## src/rtl/decode_stage_if.sv

```systemverilog
// Bundle between fetch/writeback/hazard control and the decode stage.
// Valid_D marks a real instruction in the decode slot; StallD is the only backpressure, FlushD discards the slot.
interface decode_stage_if;
  logic        StallD;
  logic        FlushD;
  logic [63:0] PC_F;
  logic [31:0] Instr_F;
  logic        RegWrite_W;
  logic [4:0]  Rd_W;
  logic [63:0] Result_W;
  logic [63:0] PC_D;
  logic [63:0] PCPlus4_D;
  logic [31:0] Instr_D;
  logic        Valid_D;
  logic [4:0]  Rs1_D;
  logic [4:0]  Rs2_D;
  logic [4:0]  Rd_D;
  logic [63:0] RD1_D;
  logic [63:0] RD2_D;
  logic [63:0] ImmExt_D;

  modport master (
    output StallD, FlushD, PC_F, Instr_F, RegWrite_W, Rd_W, Result_W,
    input  PC_D, PCPlus4_D, Instr_D, Valid_D, Rs1_D, Rs2_D, Rd_D,
           RD1_D, RD2_D, ImmExt_D
  );

  modport slave (
    input  StallD, FlushD, PC_F, Instr_F, RegWrite_W, Rd_W, Result_W,
    output PC_D, PCPlus4_D, Instr_D, Valid_D, Rs1_D, Rs2_D, Rd_D,
           RD1_D, RD2_D, ImmExt_D
  );
endinterface

```

## src/rtl/decode_stage.sv

```systemverilog
// RV64I+Zba decode stage: IF/ID register, 32x64 register file with
// write-through bypass from Writeback, and immediate generator.
module decode_stage #(
  parameter logic [31:0] NOP_INSTR = 32'h0000_0013
) (
  input  logic          clk,
  input  logic          rst,
  decode_stage_if.slave dif
);

  localparam logic [6:0] OP_LOAD   = 7'b0000011;
  localparam logic [6:0] OP_IMM    = 7'b0010011;
  localparam logic [6:0] OP_IMM32  = 7'b0011011;
  localparam logic [6:0] OP_JALR   = 7'b1100111;
  localparam logic [6:0] OP_STORE  = 7'b0100011;
  localparam logic [6:0] OP_BRANCH = 7'b1100011;
  localparam logic [6:0] OP_LUI    = 7'b0110111;
  localparam logic [6:0] OP_AUIPC  = 7'b0010111;
  localparam logic [6:0] OP_JAL    = 7'b1101111;

  logic [31:0] instr_q;
  logic [63:0] pc_q;
  logic        valid_q;
  logic [63:0] regs [0:31];
  logic [4:0]  rs1;
  logic [4:0]  rs2;
  logic        wb_en;
  logic [63:0] rd1;
  logic [63:0] rd2;
  logic [63:0] imm;

  // IF/ID register: rst > flush > stall > load.
  always_ff @(posedge clk) begin
    if (rst || dif.FlushD) begin
      instr_q <= NOP_INSTR;
      pc_q    <= 64'd0;
      valid_q <= 1'b0;
    end else if (!dif.StallD) begin
      instr_q <= dif.Instr_F;
      pc_q    <= dif.PC_F;
      valid_q <= 1'b1;
    end
  end

  assign wb_en = dif.RegWrite_W && (dif.Rd_W != 5'd0);

  // Entry 0 is cleared on reset and never written; reads of x0 are forced to 0 anyway.
  always_ff @(posedge clk) begin
    if (rst) begin
      for (int i = 0; i < 32; i++) begin
        regs[i] <= 64'd0;
      end
    end else if (wb_en) begin
      regs[dif.Rd_W] <= dif.Result_W;
    end
  end

  assign rs1 = instr_q[19:15];
  assign rs2 = instr_q[24:20];

  // Same-cycle Writeback data is forwarded so WB->ID needs no hazard stall.
  always_comb begin
    rd1 = 64'd0;
    rd2 = 64'd0;
    if (rs1 != 5'd0) begin
      rd1 = (wb_en && dif.Rd_W == rs1) ? dif.Result_W : regs[rs1];
    end
    if (rs2 != 5'd0) begin
      rd2 = (wb_en && dif.Rd_W == rs2) ? dif.Result_W : regs[rs2];
    end
  end

  // Shift-immediate funct6 bits are left in place; Execute masks shamt.
  always_comb begin
    imm = 64'd0;
    case (instr_q[6:0])
      OP_LOAD, OP_IMM, OP_IMM32, OP_JALR:
        imm = {{52{instr_q[31]}}, instr_q[31:20]};
      OP_STORE:
        imm = {{52{instr_q[31]}}, instr_q[31:25], instr_q[11:7]};
      OP_BRANCH:
        imm = {{51{instr_q[31]}}, instr_q[31], instr_q[7], instr_q[30:25],
               instr_q[11:8], 1'b0};
      OP_LUI, OP_AUIPC:
        imm = {{32{instr_q[31]}}, instr_q[31:12], 12'd0};
      OP_JAL:
        imm = {{43{instr_q[31]}}, instr_q[31], instr_q[19:12], instr_q[20],
               instr_q[30:21], 1'b0};
      default:
        imm = 64'd0;
    endcase
  end

  assign dif.PC_D      = pc_q;
  assign dif.PCPlus4_D = pc_q + 64'd4;
  assign dif.Instr_D   = instr_q;
  assign dif.Valid_D   = valid_q;
  assign dif.Rs1_D     = rs1;
  assign dif.Rs2_D     = rs2;
  assign dif.Rd_D      = instr_q[11:7];
  assign dif.RD1_D     = rd1;
  assign dif.RD2_D     = rd2;
  assign dif.ImmExt_D  = imm;

endmodule

```

## src/flat_wrapper.sv

```systemverilog
// flat-port wrapper written by rule: the top's interface ports become plain ports
module decode_stage_flat 
#(
  parameter logic [31:0] NOP_INSTR = 32'h0000_0013
)
  (clk, rst, dif_StallD, dif_FlushD, dif_PC_F, dif_Instr_F, dif_RegWrite_W, dif_Rd_W, dif_Result_W, dif_PC_D, dif_PCPlus4_D, dif_Instr_D, dif_Valid_D, dif_Rs1_D, dif_Rs2_D, dif_Rd_D, dif_RD1_D, dif_RD2_D, dif_ImmExt_D);
  decode_stage_if dif_i ();
  input  logic clk;
  input  logic rst;
  input wire logic [$bits(dif_i.StallD)-1:0] dif_StallD;
  input wire logic [$bits(dif_i.FlushD)-1:0] dif_FlushD;
  input wire logic [$bits(dif_i.PC_F)-1:0] dif_PC_F;
  input wire logic [$bits(dif_i.Instr_F)-1:0] dif_Instr_F;
  input wire logic [$bits(dif_i.RegWrite_W)-1:0] dif_RegWrite_W;
  input wire logic [$bits(dif_i.Rd_W)-1:0] dif_Rd_W;
  input wire logic [$bits(dif_i.Result_W)-1:0] dif_Result_W;
  output wire logic [$bits(dif_i.PC_D)-1:0] dif_PC_D;
  output wire logic [$bits(dif_i.PCPlus4_D)-1:0] dif_PCPlus4_D;
  output wire logic [$bits(dif_i.Instr_D)-1:0] dif_Instr_D;
  output wire logic [$bits(dif_i.Valid_D)-1:0] dif_Valid_D;
  output wire logic [$bits(dif_i.Rs1_D)-1:0] dif_Rs1_D;
  output wire logic [$bits(dif_i.Rs2_D)-1:0] dif_Rs2_D;
  output wire logic [$bits(dif_i.Rd_D)-1:0] dif_Rd_D;
  output wire logic [$bits(dif_i.RD1_D)-1:0] dif_RD1_D;
  output wire logic [$bits(dif_i.RD2_D)-1:0] dif_RD2_D;
  output wire logic [$bits(dif_i.ImmExt_D)-1:0] dif_ImmExt_D;
  assign dif_i.StallD = dif_StallD;
  assign dif_i.FlushD = dif_FlushD;
  assign dif_i.PC_F = dif_PC_F;
  assign dif_i.Instr_F = dif_Instr_F;
  assign dif_i.RegWrite_W = dif_RegWrite_W;
  assign dif_i.Rd_W = dif_Rd_W;
  assign dif_i.Result_W = dif_Result_W;
  assign dif_PC_D = dif_i.PC_D;
  assign dif_PCPlus4_D = dif_i.PCPlus4_D;
  assign dif_Instr_D = dif_i.Instr_D;
  assign dif_Valid_D = dif_i.Valid_D;
  assign dif_Rs1_D = dif_i.Rs1_D;
  assign dif_Rs2_D = dif_i.Rs2_D;
  assign dif_Rd_D = dif_i.Rd_D;
  assign dif_RD1_D = dif_i.RD1_D;
  assign dif_RD2_D = dif_i.RD2_D;
  assign dif_ImmExt_D = dif_i.ImmExt_D;
  decode_stage #(.NOP_INSTR(NOP_INSTR)) u_core (.clk(clk), .rst(rst), .dif(dif_i));
endmodule
```

## config.mk

```make
export PLATFORM = sky130hd
export DESIGN_NAME = decode_stage_flat
export DESIGN_NICKNAME = d
export VERILOG_FILES = /design/src/rtl/decode_stage_if.sv /design/src/rtl/decode_stage.sv /design/src/flat_wrapper.sv
export SDC_FILE = /design/constraint.sdc
export NUM_CORES = 2
export LEC_CHECK = 0
export BUFFER_PORTS_ARGS = -buffer_cell sky130_fd_sc_hd__buf_2
export CAP_MARGIN = 40
export CORE_ASPECT_RATIO = 0.6
export CORE_MARGIN = 8
export CORE_UTILIZATION = 35
export DETAILED_ROUTE_END_ITERATION = 10
export GPL_ROUTABILITY_DRIVEN = 0
export PLACE_DENSITY = 0.47
export SETUP_SLACK_MARGIN = 0.2
export SLEW_MARGIN = 20
export SYNTH_ARGS = -nofsm -noshare
export SYNTH_HDL_FRONTEND = slang
export SYNTH_SLANG_ARGS = --single-unit
```

## constraint.sdc

```tcl
create_clock -name clk -period 7.9 [get_ports clk]
set_input_delay 0.395 -clock clk [delete_from_list [all_inputs] [get_ports clk]]
set_output_delay 0.395 -clock clk [all_outputs]
set_load 0.02 [all_outputs]
```

## After elaboration in Yosys (flattened, before gate mapping)

Memory sizes are Yosys's and may differ from the RTL's. A register that Yosys moved wholly into a read port is not among the register bits.
Cells that the tools add are included.
W data, S select, Z words.

| storage, ports and cells | value |
|---|---|
| memories kept | 1 |
| bits in registers | 97 |
| word-level logic and storage cells | 43 |
| memory bits (writable) | 2,048 |
| input port bits | 170 |
| output and inout port bits | 368 |

| cells by class | value |
|---|---|
| reductions and logical operators | 10 |
| add/sub/neg operators | 1 |
| equal/unequal tests | 11 |
| mux-type cells | 17 |

Memory list:

| memory | depth | bits a word | rd ports | clocked after Yosys merged registers in | write ports | RTL line | text |
|---|---|---|---|---|---|---|---|
| u_core.regs | 32 | 64 | 2 | 2 | 32 | decode_stage.sv:24 | `logic [63:0] regs [0:31];` |

Operators with widths:

| cell | count |
|---|---|
| $mux W64 | 5 |
| $pmux W64 S5 | 1 |
| $add A64 B3 Y64 const B | 1 |
| $reduce_or A64 Y1 | 1 |
| $mux W5 | 5 |
| $eq A7 B5 Y1 const B | 3 |
| $eq A7 B7 Y1 const B | 3 |
| $reduce_bool A5 Y1 | 3 |
| $eq A7 B6 Y1 const B | 2 |
| $eq A5 B5 Y1 | 2 |
| $eq A7 B2 Y1 const B | 1 |
| $mux W1 | 6 |
| $reduce_or A4 Y1 | 1 |
| $logic_and A1 B1 Y1 | 3 |
| $reduce_or A2 Y1 | 1 |
| $logic_or A1 B1 Y1 | 1 |

## Depth between registers and ports, before layout

| depth | value |
|---|---|
| depth after elaboration | 7 |
| mapped depth | 10 |

## Worst setup path after synthesis

No wires, ideal clock.

| timing path | value |
|---|---|
| path kind | input-to-reg |
| from | input port dif_Rd_W[3] |
| to | memory u_core.regs[3][0] (enable) |
| stages | 6 |
| required time | 7.474 ns |
| slack | 4.296 ns |
| data arrival time | 3.179 ns |
| buffers on the path | 2 |
| cells stage by stage | clkbuf_1 > or3_1 > or3_1 > nor2_1 > clkbuf_1 > or2_1 |

RTL lines:

| element | RTL line | text |
|---|---|---|
| start: declaration | flat_wrapper.sv:15 | `input wire logic [$bits(dif_i.Rd_W)-1:0] dif_Rd_W;` |
| end: declaration | decode_stage.sv:24 |  |

==> summary.txt <==
Outcome
  – Outcome: completed

GRT
  – Total global-route track usage: a little over a quarter
  – Largest net degree at the start of global routing: between 100 and 150
  – M3 GR Usage: 5.706%
  – Met1 Use GR: 40.15%
  – Initial antenna violation count: 61
  – Routing usage on met2: around 39%
  – Via count of the first global-routing pass: 72452
  – Global-route wire length before repair: roughly 640000 µm
  – GRT overflow: 0
  – Most used routing layer: met1

Synthesis
  – Mean post-synth cell area: 15.51 µm²
  – Post-synth cell types: 53
  – Synth Flop Type: edfxtp_1
  – Post-synth ARST share: 0%
  – Number of flops mapped to enable cells by yosys: between 2000 and 2500
  – Yosys reg bits: between 2000 and 2500
  – Synth top area cells: edfxtp_1 (53%), mux4_2 (23%), and2_1 (11%)
  – Post-Syn Area: 115100 µm²
  – Synth warn: 0
  – Post-Syn Instances: 7423
  – Sequential share of the synthesized area: between 50% and 60%
  – Top cell type by total area after synthesis: edfxtp_1
  – Yosys top cell area share: between 50% and 60%

Route
  – Vias/cell: roughly 6
  – DRT antenna net count: 0
  – First-pass DRT Iterations: 6
  – Final wirelength: about 470000 µm
  – DR DRC count: 0
  – DR WL/cell: 38.43 µm
  – Initial DRC count: approximately 11000
  – Vias: 73773

Clock tree
  – Clock insertion delay at the later pin of the skew report: 0.89 ns
  – Clock tree buffer depth: 4
  – Setup repair bufs after CTS: 0
  – CTS sink count: between 2000 and 2500
  – Root Driver: clkbuf_16
  – H-tree depth: 4
  – CTS tree: done
  – Clock-pin slew on the worst setup and hold paths: 0.07 ns
  – Clock buffers created by TritonCTS: approximately 230
  – Post-CTS sizing: 0

Timing
  – Slew HR: 27.78%
  – Max Freq: about 200 MHz
  – Final setup TNS: 0 ns
  – Final period util: 63.16%
  – Setup violations, final: 0
  – Layout Skew: roughly 0.0060 ns
  – Final Critical Period: 4.990 ns
  – Setup ws final: 2.910 ns
  – Pins Over Slew Limit: 0
  – Unrepaired setup endpoints after global routing: false
  – Worst Tran Pin Value: 1.083 ns
  – Hold violation total from the final report: 0

Placement
  – I/O Buffers: 537
  – Pre-CTS setup slack: 3.391 ns
  – Post-DP HPWL: around 270000 µm
  – Placed Instances: roughly 12000

Cells and area
  – Fin nets: 7916
  – Area grow syn2layout: 14.21%
  – Share of cells above drive strength 1: between 20% and 30%
  – Final std cells w/o fill: between 10000 and 15000

Floorplanning
  – Core Area: 328100 µm²
  – Die area: around 350000 µm²
  – Die Span Y: 460.3 µm
  – Io pins: roughly 540
  – Rows: 163
  – Die X: 756.4 µm
  – Initial core utilization: 35.08%

Critical path
  – CP max FO: between 80 and 90
  – Startpoint types: register
  – Worst EP arrival: 4.59 ns
  – WP data required: 7.51 ns
  – Critical path class: reg -> out
  – Crit. End Element: output port
  – R2R cell count: 3

Power and ir drop
  – Total leakage power: 44.63 nW
  – Pwr dens: 211.1 nW/µm²
  – Worst vdd ir: ~0.00018 V

Run
  – Max-cap violations: 0

Min path
  – Hold WC Path Type: in -> reg
  – Worst hold stages: 3
==> cells in the final DEF (no fill, tap or decap), types with 33 or more instances in the layout <==
cell           Yosys  final
buf_2            131    536
and2_1          1992   1992
clkbuf_1         587     37
nand2_1          105    103
clkinv_2           0     43
a21oi_1           43     43
mux4_2          1187   1187
dfxtp_1          107     99
a211o_1           33     33
dlygate4sd3_1      0     97
conb_1             1     64
xnor2_1           39     39
nand2b_1          44     44
edfxtp_1        2048   2048
clkinv_1           0     47
buf_12             0     54
buf_4             85    160
nor2b_1           74     74
o21ai_1           48     48
clkbuf_16          0    231
mux2i_1          326    326
nor2_1           151    119
a211oi_1          76     76
nand3_1           46     46
o21ai_0           35     35
==> per-layer routing <==
metal,vias up,part of all wire (%)
li1,28965,-
met1,39652,44
met2,4523,43
met3,623,10
met4,10,2.5
met5,-,0.012
==> per-stage QoR <==
step / hold WS [ns] / util, % / area [µm²] / total power [W]
final: 0.09805 / 40.07 / 131500 / 0.02776
after global routing: 0.08521 / 40.05 / 131400 / 0.02844
after CTS: 0.04009 / 39.96 / 131100 / 0.02786
after detailed placement: 0.4427 / 37.45 / 122900 / 0.01680
after global placement: 0.4379 / 37.18 / 122000 / 0.01674
after floorplan: 0.5040 / - / 115400 / 0.01537
==> cells by family after synthesis <==
| group | synth area share (%) |
|---|---|
| AOI/OAI and AO/OA | 1.679 |
| xor gates and xnor gates | 0.5325 |
| adders and majority gates | 0.01087 |
| buffers and inverters | 3.321 |
| DFF | 55.28 |
| muxes | 26.06 |
| other | 0.003257 |
| and+or+nand+nor | 13.12 |
==> cells in the mapped netlist (5+ instances only) <==
| cell type | count |
|---|---|
| or2_2 | 32 |
| dfxtp_1 | 107 |
| o21ai_0 | 35 |
| inv_1 | 17 |
| o21ai_1 | 48 |
| a211oi_1 | 76 |
| nand4_1 | 12 |
| a221oi_1 | 10 |
| nor2_1 | 151 |
| nor4_1 | 7 |
| clkbuf_1 | 587 |
| buf_4 | 85 |
| and3_1 | 7 |
| a21oi_1 | 43 |
| nor2b_1 | 74 |
| nor3_1 | 33 |
| xnor2_1 | 39 |
| xor2_1 | 31 |
| buf_2 | 131 |
| o22ai_1 | 5 |
| and2_1 | 1992 |
| a211o_1 | 33 |
| buf_6 | 12 |
| and4_1 | 5 |
| nor3b_1 | 6 |
| a21o_1 | 19 |
| buf_1 | 33 |
| mux2i_1 | 326 |
| nand3_1 | 46 |
| nand2b_1 | 44 |
| a22o_1 | 5 |
| edfxtp_1 | 2048 |
| nand2_1 | 105 |
| mux4_2 | 1187 |
==> worst max-delay path, cell delays in order (launching register included) <==
cell and delay [ns]:
dfxtp_4 0.54, buf_16 0.30, buf_12 0.53, buf_4 0.47, mux4_2 0.29, mux2i_1 0.10
mux4_2 0.51, o21ai_1 0.56, buf_2 0.29
==> where the power goes <==
part	internal [W]	total, W	switching (W)
Sequential	0.0131	0.0135	0.000380
Combinational	0.00125	0.00315	0.00190
Clock	0.00618	0.0111	0.00494
Total	0.0205	0.0278	0.00722
==> final timing paths <==
| kind | end | slack, ns | startpoint |
|---|---|---|---|
| setup / recovery | dif_RD2_D[55] | 2.91 | register |
| hold / removal | u_core.regs[21][50] | 0.1 | dif_Result_W[50] |
| setup reg to reg | u_core.dif.Instr_D[0] | 6.57 | u_core.dif.Instr_D[0] |
| hold reg to reg | u_core.dif.Valid_D | 0.46 | u_core.dif.Valid_D |
==> flip-flops by register name, summed over array words and instances, names as in the netlist, named ones only <==
name / flops
u_core.dif.Instr_D: 32
u_core.regs: 2048
u_core.dif.PC_D: 64
u_core.dif.Valid_D: 1
==> what timing repair did <==
| item | in CTS | in global routing |
|---|---|---|
| hold buffers | 97 | 0 |
| endpoints found under the setup margin | 0 | 0 |
| hold endpoints to repair | 106 | 0 |
==> final cells by class <==
cell class                 count  area [µm²]
clock inverter               131        1321
antenna                       32       80.08
tap                         4372        5470
fill                       29655      196700
multi-input combinational   4465       48240
timing repair buffer         879        6674
inverter                      18       80.08
clock buffer                 270        5947
sequential                  2155       63670
Power figures use the tool's default switching activity.
